**config.mk**
```make
export PLATFORM = sky130hd
export DESIGN_NAME = exe_div_unit
export DESIGN_NICKNAME = d
export VERILOG_FILES = /design/src/rtl/exe_div_unit.sv
export SDC_FILE = /design/constraint.sdc
export NUM_CORES = 1
export LEC_CHECK = 0
export ABC_AREA = 1
export ABC_CLOCK_PERIOD_IN_PS = 3100
export BUFFER_PORTS_ARGS = -buffer_cell sky130_fd_sc_hd__buf_2
export CAP_MARGIN = 20
export CORE_MARGIN = 4
export CORE_UTILIZATION = 40
export CTS_CLUSTER_DIAMETER = 40
export DETAILED_ROUTE_END_ITERATION = 6
export HOLD_SLACK_MARGIN = 0.1
export PLACE_DENSITY = 0.54
export SLEW_MARGIN = 20
export SYNTH_ARGS = -nofsm -noshare
export SYNTH_HDL_FRONTEND = slang
export SYNTH_SLANG_ARGS = --single-unit
```
**constraint.sdc**
```tcl
create_clock -name clk -period 3.1 [get_ports clk]
set_clock_uncertainty 0.2 [all_clocks]
set_input_delay 0.31 -clock clk [delete_from_list [all_inputs] [get_ports clk]]
set_output_delay 0.31 -clock clk [all_outputs]
set_load 0.1 [all_outputs]
```
**src/rtl/exe_div_unit.sv**
```systemverilog
// Multi-cycle 32-bit integer divider for the EXE stage (div.w / mod.w / div.wu / mod.wu).
// Restoring algorithm: one quotient bit per cycle, then one cycle for sign fix-up into the result register.
module exe_div_unit (
  input  logic        clk,
  input  logic        reset,
  input  logic        div_valid,
  input  logic [3:0]  div_op,
  input  logic [31:0] div_src1,
  input  logic [31:0] div_src2,
  input  logic        div_cancel,
  input  logic        out_ready,
  output logic        div_busy,
  output logic        div_done,
  output logic [31:0] div_result
);

  typedef enum logic [1:0] {
    IDLE = 2'd0,
    BUSY = 2'd1,
    DONE = 2'd2
  } state_t;

  state_t      state_reg;
  logic [4:0]  cnt_reg;
  logic        steps_done_reg;
  logic [31:0] rem_reg;
  logic [31:0] quo_reg;
  logic [31:0] dsr_reg;
  logic [31:0] result_reg;
  logic        q_neg_reg;
  logic        r_neg_reg;
  logic        is_mod_reg;
  logic        dzero_reg;

  logic        start;
  logic        op_signed;
  logic [31:0] abs_src1;
  logic [31:0] abs_src2;
  logic [32:0] shifted;
  logic [32:0] diff;
  logic        ge;
  logic [31:0] rem_next;
  logic [31:0] quo_next;
  logic [31:0] q_final;
  logic [31:0] r_final;
  logic [31:0] result_next;

  // div_op is {div_w, mod_w, div_wu, mod_wu}
  assign start     = div_valid && (|div_op) && !div_cancel;
  assign op_signed = div_op[3] | div_op[2];

  always_comb begin
    abs_src1 = div_src1;
    abs_src2 = div_src2;
    if (op_signed && div_src1[31]) abs_src1 = -div_src1;
    if (op_signed && div_src2[31]) abs_src2 = -div_src2;
  end

  // One restoring step: the 33-bit compare keeps 0x80000000 magnitudes exact.
  always_comb begin
    shifted  = {rem_reg, quo_reg[31]};
    diff     = shifted - {1'b0, dsr_reg};
    ge       = (shifted >= {1'b0, dsr_reg});
    rem_next = ge ? diff[31:0] : shifted[31:0];
    quo_next = {quo_reg[30:0], ge};
  end

  // A zero divisor leaves the quotient all-ones and the remainder equal to the
  // dividend magnitude; restoring the dividend sign gives back src1 exactly.
  always_comb begin
    q_final     = q_neg_reg ? -quo_reg : quo_reg;
    r_final     = r_neg_reg ? -rem_reg : rem_reg;
    if (dzero_reg) q_final = 32'hFFFF_FFFF;
    result_next = is_mod_reg ? r_final : q_final;
  end

  always_ff @(posedge clk) begin
    if (reset) begin
      state_reg      <= IDLE;
      cnt_reg        <= 5'd0;
      steps_done_reg <= 1'b0;
      rem_reg        <= 32'd0;
      quo_reg        <= 32'd0;
      dsr_reg        <= 32'd0;
      result_reg     <= 32'd0;
      q_neg_reg      <= 1'b0;
      r_neg_reg      <= 1'b0;
      is_mod_reg     <= 1'b0;
      dzero_reg      <= 1'b0;
    end else if (div_cancel) begin
      state_reg      <= IDLE;
      cnt_reg        <= 5'd0;
      steps_done_reg <= 1'b0;
      result_reg     <= 32'd0;
    end else begin
      case (state_reg)
        IDLE: begin
          if (start) begin
            rem_reg        <= 32'd0;
            quo_reg        <= abs_src1;
            dsr_reg        <= abs_src2;
            q_neg_reg      <= op_signed && (div_src1[31] ^ div_src2[31]);
            r_neg_reg      <= op_signed && div_src1[31];
            is_mod_reg     <= div_op[2] | div_op[0];
            dzero_reg      <= (div_src2 == 32'd0);
            cnt_reg        <= 5'd0;
            steps_done_reg <= 1'b0;
            state_reg      <= BUSY;
          end
        end
        BUSY: begin
          if (!steps_done_reg) begin
            rem_reg <= rem_next;
            quo_reg <= quo_next;
            cnt_reg <= cnt_reg + 5'd1;
            if (cnt_reg == 5'd31) steps_done_reg <= 1'b1;
          end else begin
            // extra cycle after the 32 steps registers the signed result
            result_reg     <= result_next;
            steps_done_reg <= 1'b0;
            state_reg      <= DONE;
          end
        end
        DONE: begin
          if (out_ready) begin
            result_reg <= 32'd0;
            state_reg  <= IDLE;
          end
        end
        default: begin
          result_reg <= 32'd0;
          state_reg  <= IDLE;
        end
      endcase
    end
  end

  assign div_busy   = (state_reg != IDLE);
  assign div_done   = (state_reg == DONE);
  assign div_result = result_reg;

endmodule

```
==> results of run 1 <==
==> kinds of logic after synthesis <==
| group | after synthesis |
|---|---|
| DFF | 140 |
| AOI/OAI and AO/OA | 347 |
| buffers and inverters | 392 |
| and+or+nand+nor | 1171 |
| adders and majority gates | 39 |
| xor gates and xnor gates | 45 |
==> worst min-delay path, cell delays in order <==
cell     delay, ps
buf_2          130
a21oi_1         50
o21ai_1        150
a21oi_1         70
==> synthesized netlist by cell type (3+ instances only) <==
cell type / instances
ha_1: 38
a31oi_1: 6
nor2_4: 4
nand2_2: 5
nor3_2: 4
or2_2: 5
inv_2: 6
o21ai_1: 14
xnor2_1: 19
nor3_1: 27
nand3_1: 262
nand3b_1: 5
o21ai_2: 3
nand2_1: 630
buf_6: 4
o21ai_0: 88
buf_1: 4
nor2_2: 7
nand4_1: 39
nor2_1: 169
inv_1: 307
buf_2: 29
a21boi_0: 6
clkbuf_1: 37
xor2_1: 26
o211ai_1: 15
clkinv_1: 4
and2_1: 5
dfxtp_1: 140
o221ai_1: 8
nor4_1: 4
a21oi_1: 198
==> area by class of cell <==
| type | instances | share of cell area, % |
|---|---|---|
| Clock inverter | 14 | 1.536 |
| Timing Repair Buffer | 182 | 8.784 |
| Tap cell | 390 | 3.443 |
| Clock buffer | 18 | 3.028 |
| Multi-Input combinational cell | 1602 | 55.04 |
| Inverter | 317 | 8.395 |
| Sequential cell | 140 | 19.77 |
==> layer usage <==
layer	global-route usage, %	part of all wire [%]
met5	0	0.024
met4	7.625	2.3
met2	40.84	43
met3	4.584	6.5
met1	39.04	48
==> layout by cell type, fill, tap and decap left out, types with 3 or more instances in the layout <==
cell type      netlist  routed
a21boi_0             6       6
a21oi_1            198     198
a31oi_1              6       6
and2_1               5       5
buf_2               29     106
buf_4                1      27
bufinv_16            0       5
clkbuf_16            0      17
clkinv_1             4       4
clkinv_4             0       3
clkinvlp_4           0       3
dfxtp_1            140     140
dlygate4sd3_1        0      46
ha_1                38      38
inv_1              307     307
inv_2                6       6
nand2_1            630     630
nand2_2              5       5
nand3_1            262     262
nand3b_1             5       5
nand4_1             39      39
nor2_1             169     168
nor2_2               7       7
nor2_4               4       5
nor3_1              27      26
nor3_2               4       4
nor4_1               4       4
o211ai_1            15      15
o21ai_0             88      88
o21ai_1             14      14
o21ai_2              3       3
o221ai_1             8       8
or2_2                5       5
xnor2_1             19      19
xor2_1              26      26
==> metrics by stage <==
step	instance area, sq um	hold WS (ps)	instances
floorplan	12130	244.4	2134
global placement	13060	252.2	2585
detailed placement	13060	252.9	2585
CTS	14160	106.7	2663
global route	14170	116.1	2663
finish	14170	124.8	2663
==> worst min-delay path by stage <==
stage                   start        endpoint  slack (ps)  cells past startpoint
2_1_floorplan     dsr_reg[31]     dsr_reg[31]         240                      2
3_5_place_dp   div_result[30]  div_result[30]         250                      2
4_1_cts          div_src1[17]     quo_reg[17]         110                      4
3_3_place_gp    div_result[6]   div_result[6]         250                      2
6_report         div_src1[22]     quo_reg[22]         120                      4
5_1_grt          div_src1[22]     quo_reg[22]         120                      4
==> power by group through the flow <==
stage	clock, mW	combinational, mW	sequential (mW)
after CTS	2.34	1.36	1.91
after global routing	2.41	1.54	1.91
after floorplan	0	0.898	1.92
after detailed placement	0	1.31	1.95
after global placement	0	1.31	1.95
final	2.31	1.38	1.91
==> timing repair <==
item,4_1_cts,5_1_grt
resized for setup,0,2
endpoints found under the setup margin,0,1
hold buffers,46,0
hold endpoints to repair,50,0
==> summary.txt, run 1 <==
Status
  • Status: finished clean

Timing
  • Max_slew headroom: 36.85%
  • Max Clk Rate: 348.5 MHz
  • Period Utilization, post-route: 92.55%
  • Setup TNS: 0 ps
  • Setup Viol. Count Final: 0
  • RSZ-0062 raised after global routing: no
  • Final hold violation count: 0
  • Final WS setup: 230.9 ps
  • Tightest Pin Transition: 946.2 ps
  • Crit path time final: 2869 ps
  • Max Slew Vio Count: 0

Logic synthesis
  • FFs w/ async S/R, synth: 0%
  • Post-Synth Simple-Gate Area: 41.51%
  • Post-synth EDFFs: 0
  • Main combinational cell family by area after synthesis: simple AND/OR/NAND/NOR gates
  • Post-synth top area share: 23.11%
  • Post-synthesis compound-gate area fraction: 15.33%
  • XOR/XNOR Fraction of Synth Area: 3.250%
  • Main synth FF type: dfxtp_1
  • Synth warn: 0
  • Seq/Total Area, Yosys: 23.11%
  • Unique cell type count in the Yosys netlist: 45
  • Synth top area cells: dfxtp_1, nand2_1, nand3_1, inv_1, a21oi_1
  • Synth Area in Adders: 4.086%
  • Post-synthesis mux area share: 0%
  • Mapped Cells: 2134
  • Mapped cell area: 12130 sq um
  • Mapped Nets: 2246
  • Number of synthesized register bits: 140
  • Syn Area/Cell: 5.683 sq um
  • Synth area leader: dfxtp_1

Die
  • Total Die Area: 33170 sq um
  • Horiz. Die Dim: 182.1 um
  • Ports: 107
  • Rows: 63
  • Die extent in y: 182.1 um
  • Starting Density: 40.70%
  • Core ar.: 29800 sq um

Placed design
  • Port buffer count: 106
  • GP Congestion: 1.002
  • Post-DP HPWL: 35550 um
  • DP Worst Slack: 320.6 ps

Critical path
  • FF-to-FF setup slack: 260 ps
  • Setup crit start: div_cancel
  • Worst Path Required: 3260 ps
  • Reg2Reg Depth: 12
  • WP depth: 12
  • Startpoint Class: input pin
  • Worst r2r dst: rem_reg[26]
  • Data arrival time of the worst path: 3030 ps
  • CP bufs+invs: 7
  • Crit path cell chain: dlygate4sd3_1 -> buf_2 -> inv_1 -> nand3_1 -> nor2_4 -> buf_6 -> inv_2 -> buf_4 -> nor2_1 -> nand3_1 -> dlygate4sd3_1 -> a21oi_1
  • CP max-delay cell: dlygate4sd3_1
  • Kind of critical path: input pin to flip-flop
  • CP endpoint: dzero_reg
  • CP delay by family, top: buffers and inverters
  • Worst Setup End Kind: flip-flop
  • CP Max Fanout: 47
  • Max stage delay on crit path: 570 ps
  • R2r startpoint: rem_reg[5]

Finish
  • Layout cells sized above 1: 9.107%
  • Register area: 2803 sq um
  • Post-layout util: 47.57%
  • Syn-to-layout area delta: 16.88%
  • Layout net count: 2372
  • N_diodes: 0
  • Fillers: 3280
  • Multi-input combinational cell area: 7801 sq um

Pwr
  • P_sw: 1.865 mW
  • Pwr/cell area: 395.0 nW/um^2
  • Power Total: 5.599 mW
  • Switching Share: 33.30%
  • Comb power frac: 24.7%
  • Max IR drop VDD: 0.3569 mV
  • Leak pwr: 7.043 nW
  • Clock power frac: 41.2%
  • Sequential share of power: 34.1%
  • Internal power: 3.734 mW

Global route
  • Vias in the first global route: 13020
  • Gr ovfl total: 0
  • Initial antenna violation count: 1
  • Largest net degree at the start of global routing: 54
  • First-pass GRT wire length: 71120 um
  • GRT Util Overall: 26.84%

Clock network
  • CTS root buf: clkbuf_16
  • CTS tree: built
  • Clk_lat worst skew: 450 ps
  • Setup Fix Bufs, Post-CTS: 0
  • Clock slew at reported path FFs: 60 ps
  • Num CTS Buffers: 17
  • Clk sink count: 140
  • H-tree levels: 4
  • Clock Path Buffers: 2

Routing
  • Final wirelength: 45130 um
  • DR iter-0 viols: 1134
  • DRT Pass-1 Iters: 5
  • Routed vias/inst: 5.293
  • DRC: 0
  • Final ANT Viol Nets: 0
  • Avg WL per Cell: 16.95 um
  • Via count: 14090

Min path
  • Hold Path Class: input pin to flip-flop

Run
  • Max-Cap Viols: 0
Power figures use the tool's default switching activity.
==> run 2: changes to the inputs <==
--- a/config.mk
+++ b/config.mk
@@ -6,7 +6,7 @@
 export NUM_CORES = 1
 export LEC_CHECK = 0
 export ABC_AREA = 1
-export ABC_CLOCK_PERIOD_IN_PS = 3100
+export ABC_CLOCK_PERIOD_IN_PS = 2700
 export BUFFER_PORTS_ARGS = -buffer_cell sky130_fd_sc_hd__buf_2
 export CAP_MARGIN = 20
 export CORE_MARGIN = 4
==> constraint.sdc (replaced) <==
create_clock -name clk -period 2.7 [get_ports clk]
set_clock_uncertainty 0.2 [all_clocks]
set_input_delay 0.27 -clock clk [delete_from_list [all_inputs] [get_ports clk]]
set_output_delay 0.27 -clock clk [all_outputs]
set_load 0.1 [all_outputs]
==> run 2 against run 1 <==
Compared with the run above:
- clock-buffer cell count rose by 3
- total power rose by 12%
- combinational power rose by 18%
- critical path type is now flip-flop to flip-flop
- clock power rose by 7%
- non-clock buffer count rose by 34
- largest power group unchanged
==> summary.txt, run 2 (synthesis gave the netlist of run 1 again) <==
Global route
  • Gr ovfl total: 0 (unchanged)
  • Largest net degree at the start of global routing: 81 (+50%)
  • GRT Util Overall: 26.42% (-0.42 points)
  • First-pass GRT wire length: 69800 um (-1.9%)
  • Initial antenna violation count: 0 (-1)
  • Vias in the first global route: 12760 (-2.0%)

Clock network
  • Clock slew at reported path FFs: 70 ps (about the same)
  • CTS root buf: clkbuf_16
  • Clock Path Buffers: 2 (unchanged)
  • Num CTS Buffers: 17 (unchanged)
  • CTS tree: built
  • Clk_lat worst skew: 440 ps (about the same)
  • H-tree levels: 4 (unchanged)
  • Clk sink count: 140 (unchanged)

Pwr
  • P_sw: 2.091 mW (+12%)
  • Pwr/cell area: 434.6 nW/um^2 (+10%)
  • Power Total: 6.297 mW (+12%)
  • Switching Share: 33.20% (-0.10 points)
  • Internal power: 4.207 mW (+13%)
  • Max IR drop VDD: 0.4150 mV (+16%)
  • Leak pwr: 7.215 nW (+2.4%)
  • Clock power frac: 39.2% (-2.0 points)
  • Sequential share of power: 34.9% (+0.8 points)
  • Comb power frac: 25.9% (+1.2 points)

Routing
  • Avg WL per Cell: 16.54 um (-2.4%)
  • DRT Pass-1 Iters: 6 (+1)
  • DRC: 0 (unchanged)
  • DR iter-0 viols: 1072 (-5.5%)
  • Final ANT Viol Nets: 0 (unchanged)
  • Final wirelength: 44620 um (-1.1%)
  • Routed vias/inst: 5.202 (-1.7%)
  • Via count: 14030 (-0.45%)

Die
  • Starting Density: 40.70% (unchanged)
  • Horiz. Die Dim: 182.1 um (unchanged)
  • Rows: 63 (unchanged)
  • Ports: 107 (unchanged)
  • Total Die Area: 33170 sq um (unchanged)
  • Die extent in y: 182.1 um (unchanged)
  • Core ar.: 29800 sq um (unchanged)

Critical path
  • FF-to-FF setup slack: 130 ps (-130 ps)
  • Setup crit start: dsr_reg[28]
  • Kind of critical path: flip-flop to flip-flop
  • Worst Setup End Kind: flip-flop
  • CP Max Fanout: 19 (-60%)
  • R2r startpoint: dsr_reg[28]
  • Reg2Reg Depth: 15 (+3)
  • Startpoint Class: flip-flop
  • Data arrival time of the worst path: 2660 ps (-370 ps)
  • Worst Path Required: 2780 ps (-480 ps)

Finish
  • Most frequent cells in the layout: nand2_1, inv_1, nand3_1
  • Design area: 14490 sq um (+2.2%)
  • Commonest non-fill, non-tap cell in the layout: nand2_1
  • N_diodes: 0 (unchanged)
  • Post-layout util: 48.63% (+1.1 points)
  • Layout net count: 2406 (+1.4%)
  • Non-filler instance count after layout: 2697 (+1.3%)
  • Layout cells sized above 1: 10.84% (+1.7 points)
  • Syn-to-layout area delta: 19.49%

Timing
  • Final hold violation count: 0 (unchanged)
  • Max_slew headroom: 45.60% (+8.7 points)
  • Crit path time final: 2574 ps
  • Period Utilization, post-route: 95.33%
  • Final WS setup: 126.2 ps (-104.8 ps)
  • Max Clk Rate: 388.5 MHz
  • Setup Viol. Count Final: 0 (unchanged)
  • Max Slew Vio Count: 0 (unchanged)
  • RSZ-0062 raised after global routing: no
  • Tightest Pin Transition: 816.1 ps (-130.2 ps)

Placed design
  • Placed cell areas: 13240 sq um (+1.4%)
  • GP Congestion: 0.9707 (-3.1%)
  • Port buffer count: 106 (unchanged)
  • DP Worst Slack: -74.16 ps (-394.8 ps)
  • Post-DP HPWL: 35370 um (-0.50%)
  • Post-Place Cells: 2607 (+0.85%)

Run
  • Max-Cap Viols: 0 (unchanged)

Min path
  • WHS Path Cells: 5 (+1)
  • Hold Path Class: input pin to flip-flop
  • HP Start: div_src1[1]

Status
  • Status: finished clean
==> run 2: cell count changes in the layout (fill, tap and decap cells not counted), moves of 3 or more <==
cell,change
nand2_2,+5
dlygate4sd3_1,+10
nor2_2,+4
nand2_1,-5
ha_2,+3
ha_1,-3
buf_4,+23
clkbuf_8,+3
nor2_1,-4
==> run 2: timing repair <==
item,4_1_cts,5_1_grt
setup endpoints to repair,6,27
endpoints found under the hold margin,59,0
hold buffers,56,0
setup buffers,0,2
cloned,0,0
pin swaps,0,1
gates resized for setup,2,18
==> run 2: power by group through the flow <==
stage | combinational, mW | clock (mW) | sequential, mW
floorplan | 1.03 | 0 | 2.21
global placement | 1.52 | 0 | 2.24
detailed placement | 1.52 | 0 | 2.24
CTS | 1.59 | 2.51 | 2.19
global route | 1.83 | 2.61 | 2.20
finish | 1.63 | 2.47 | 2.20
==> run 2: stage by stage <==
stage                     setup TNS (ps)  hold WS (ps)
after global routing                   0         150.4
after detailed placement          -217.7         251.7
after global placement            -192.8         250.0
after CTS                              0         103.0
final                                  0         132.4
after floorplan                        0         223.8
==> run 2: metal layers <==
metal,up-vias,track usage (%),wire length [um]
met5,-,0,0
met1,6357,38.79,21720
met4,0,8.076,1179
li1,7231,-,-
met3,51,3.269,2595
met2,391,40.39,19120
==> run 2: worst paths after layout <==
| check | end |
|---|---|
| max | rem_reg[26] |
| min | quo_reg[1] |
| max reg2reg | rem_reg[26] |
| min reg2reg | div_result[31] |
==> run 2: final cells by class <==
type / count / area (sq um)
multi-input cells: 1602 / 7860
well taps: 390 / 488.0
clock buffers: 21 / 470.5
fillers: 3294 / 15310
inverters: 317 / 1190
flip-flops and latches: 140 / 2803
repair buffers: 216 / 1538
clock inverters: 11 / 141.4
==> run 2: critical path, stage by stage (launching register included) <==
cell      delay, ps
dfxtp_1         300
inv_1           200
ha_2            380
nand2_2         130
inv_1            50
nand2_1          80
nand2_1          80
a21oi_1         220
nand2_2         100
nor2_4          170
buf_12          180
nand3_1          80
nand2_1          70
clkinv_1         60
nand2_1          60
a21oi_1          50
==> run 3: changes to the inputs <==
--- a/config.mk
+++ b/config.mk
@@ -15,6 +15,7 @@
 export DETAILED_ROUTE_END_ITERATION = 6
 export HOLD_SLACK_MARGIN = 0.1
 export PLACE_DENSITY = 0.54
+export RECOVER_POWER = 25
 export SLEW_MARGIN = 20
 export SYNTH_ARGS = -nofsm -noshare
 export SYNTH_HDL_FRONTEND = slang
==> run 3 against run 2 <==
Compared with the run above:
- design area shrank 0.34%
- hold slack gained 2.8 ps
- register-to-register slack barely moved
- total power shrank 0.14%
- first-iteration DRC count decreased by 1.4%
- die area unchanged
- global-route usage unchanged
- maximum frequency about the same
- critical path type unchanged
- critical endpoint unchanged
- largest cell class unchanged
- highest routed layer unchanged
==> summary.txt, run 3 (synthesis gave the netlist of run 1 again) <==
Critical path
  • FF-to-FF setup slack: 130 ps (about the same)
  • Data arrival time of the worst path: 2650 ps (about the same)
  • CP Max Fanout: 19 (unchanged)
  • R2r startpoint: dsr_reg[28]
  • Startpoint Class: flip-flop
  • Worst r2r dst: rem_reg[26]
  • Worst Setup End Kind: flip-flop
  • Worst Path Required: 2780 ps (about the same)
  • Kind of critical path: flip-flop to flip-flop
  • Reg2Reg Depth: 15 (unchanged)

Global route
  • Vias in the first global route: 12760 (unchanged)
  • Gr ovfl total: 0 (unchanged)
  • Largest net degree at the start of global routing: 81 (unchanged)
  • Initial antenna violation count: 0 (unchanged)
  • First-pass GRT wire length: 69800 um (unchanged)
  • GRT Util Overall: 26.42% (unchanged)

Timing
  • Tightest Pin Transition: 1189 ps (+373.2 ps)
  • Final hold violation count: 0 (unchanged)
  • Period Utilization, post-route: 95.27% (about the same)
  • Setup TNS: 0 ps (unchanged)
  • Crit path time final: 2572 ps (-1.570 ps)
  • Max Clk Rate: 388.8 MHz (about the same)
  • Max Slew Vio Count: 0 (unchanged)
  • Setup Viol. Count Final: 0 (unchanged)
  • Final WS setup: 127.7 ps (+1.570 ps)
  • Max_slew headroom: 21.06% (-25 points)
  • RSZ-0062 raised after global routing: no

Routing
  • DRT Pass-1 Iters: 7 (+1)
  • DR iter-0 viols: 1057 (-1.4%)
  • Avg WL per Cell: 16.56 um (+0.11%)
  • DRC: 0 (unchanged)
  • Final ANT Viol Nets: 0 (unchanged)
  • Via count: 14000 (-0.25%)
  • Routed vias/inst: 5.189 (-0.25%)
  • Final wirelength: 44660 um (+0.11%)

Clock network
  • H-tree levels: 4 (unchanged)
  • CTS root buf: clkbuf_16
  • Clock slew at reported path FFs: 70 ps (about the same)
  • Clock Path Buffers: 2 (unchanged)
  • Clk_lat worst skew: 440 ps (about the same)
  • CTS tree: built
  • Num CTS Buffers: 17 (unchanged)
  • Clk sink count: 140 (unchanged)

Die
  • Total Die Area: 33170 sq um (unchanged)
  • Ports: 107 (unchanged)
  • Horiz. Die Dim: 182.1 um (unchanged)
  • Starting Density: 40.70% (unchanged)
  • Core ar.: 29800 sq um (unchanged)
  • Die extent in y: 182.1 um (unchanged)
  • Rows: 63 (unchanged)

Finish
  • Non-filler instance count after layout: 2697 (unchanged)
  • N_diodes: 0 (unchanged)
  • Commonest non-fill, non-tap cell in the layout: nand2_1
  • Post-layout util: 48.47% (-0.16 points)
  • Syn-to-layout area delta: 19.09%
  • Layout cells sized above 1: 9.276% (-1.6 points)
  • Layout net count: 2406 (unchanged)
  • Most frequent cells in the layout: nand2_1, inv_1, nand3_1

Run
  • Max-Cap Viols: 0 (unchanged)

Status
  • Status: finished clean

Min path
  • Hold Path Class: input pin to flip-flop
  • HP Start: div_src1[29]
  • WHS Path Cells: 5 (unchanged)
  • Endpoint, Worst Hold: quo_reg[29]

Placed design
  • Post-DP HPWL: 35370 um (unchanged)
  • Post-Place Cells: 2607 (unchanged)
  • Port buffer count: 106 (unchanged)
  • GP Congestion: 0.9707 (unchanged)
  • DP Worst Slack: -74.16 ps (unchanged)

Pwr
  • Power Total: 6.288 mW (-0.14%)
  • Leak pwr: 7.063 nW (-2.1%)
  • Max IR drop VDD: 0.4126 mV (-0.58%)
  • Pwr/cell area: 435.4 nW/um^2 (+0.19%)
-- run 3: power by group --
group          internal, mW  switching (mW)
registers              2.13          0.0643
clock network          1.52           0.944
logic                 0.554            1.07
total                  4.21            2.08
-- run 3: repair_timing --
item                                    CTS  global route
hold buffers                             56             0
buffers inserted                          0             2
endpoints found under the hold margin    59             0
endpoints found under the setup margin    6            27
gates resized for setup                   2            18
pin swaps                                 0             1
-- run 3: layout make-up --
type / count / area, sq um
fill: 3307 / 15350
multi-input combinational: 1602 / 7860
sequential: 140 / 2803
timing repair buffer: 216 / 1489
inverter: 317 / 1190
tap: 390 / 488.0
clock buffer: 21 / 470.5
clock inverter: 11 / 141.4
-- run 3: how the worst max path moves through the flow --
stage	startpoint	end	slack, ps
after global routing	dsr_reg[28]	rem_reg[26]	6
after floorplan	state_reg[1]	dsr_reg[1]	310
after global placement	quo_reg[31]	rem_reg[12]	-60
after detailed placement	quo_reg[31]	rem_reg[30]	-70
after CTS	quo_reg[31]	rem_reg[28]	70
final	dsr_reg[28]	rem_reg[26]	130
-- run 3: worst max-delay path, cell delays in order (launching register included) --
cell      delay, ps
dfxtp_1         300
inv_1           200
ha_2            380
nand2_2         130
inv_1            50
nand2_1          80
nand2_1          80
a21oi_1         210
nand2_2         100
nor2_4          170
buf_12          180
nand3_1          80
nand2_1          70
clkinv_1         60
nand2_1          60
a21oi_1          50
-- run 3: routing by layer --
metal	wire length (um)	part of all wire (%)	up-vias	GRT usage, %
met5	0	0	-	0
met4	1170	2.6	0	8.076
met3	2466	5.5	49	3.269
met2	19300	43	397	40.39
met1	21730	49	6326	38.79
li1	-	-	7223	-
-- run 3: metrics by stage --
stage          hold slack [ps]  area, sq um
4_1_cts                  103.0        14420
5_1_grt                  150.6        14440
3_3_place_gp             250.0        13240
6_report                 135.2        14440
3_5_place_dp             251.7        13240
2_1_floorplan            223.8        12130
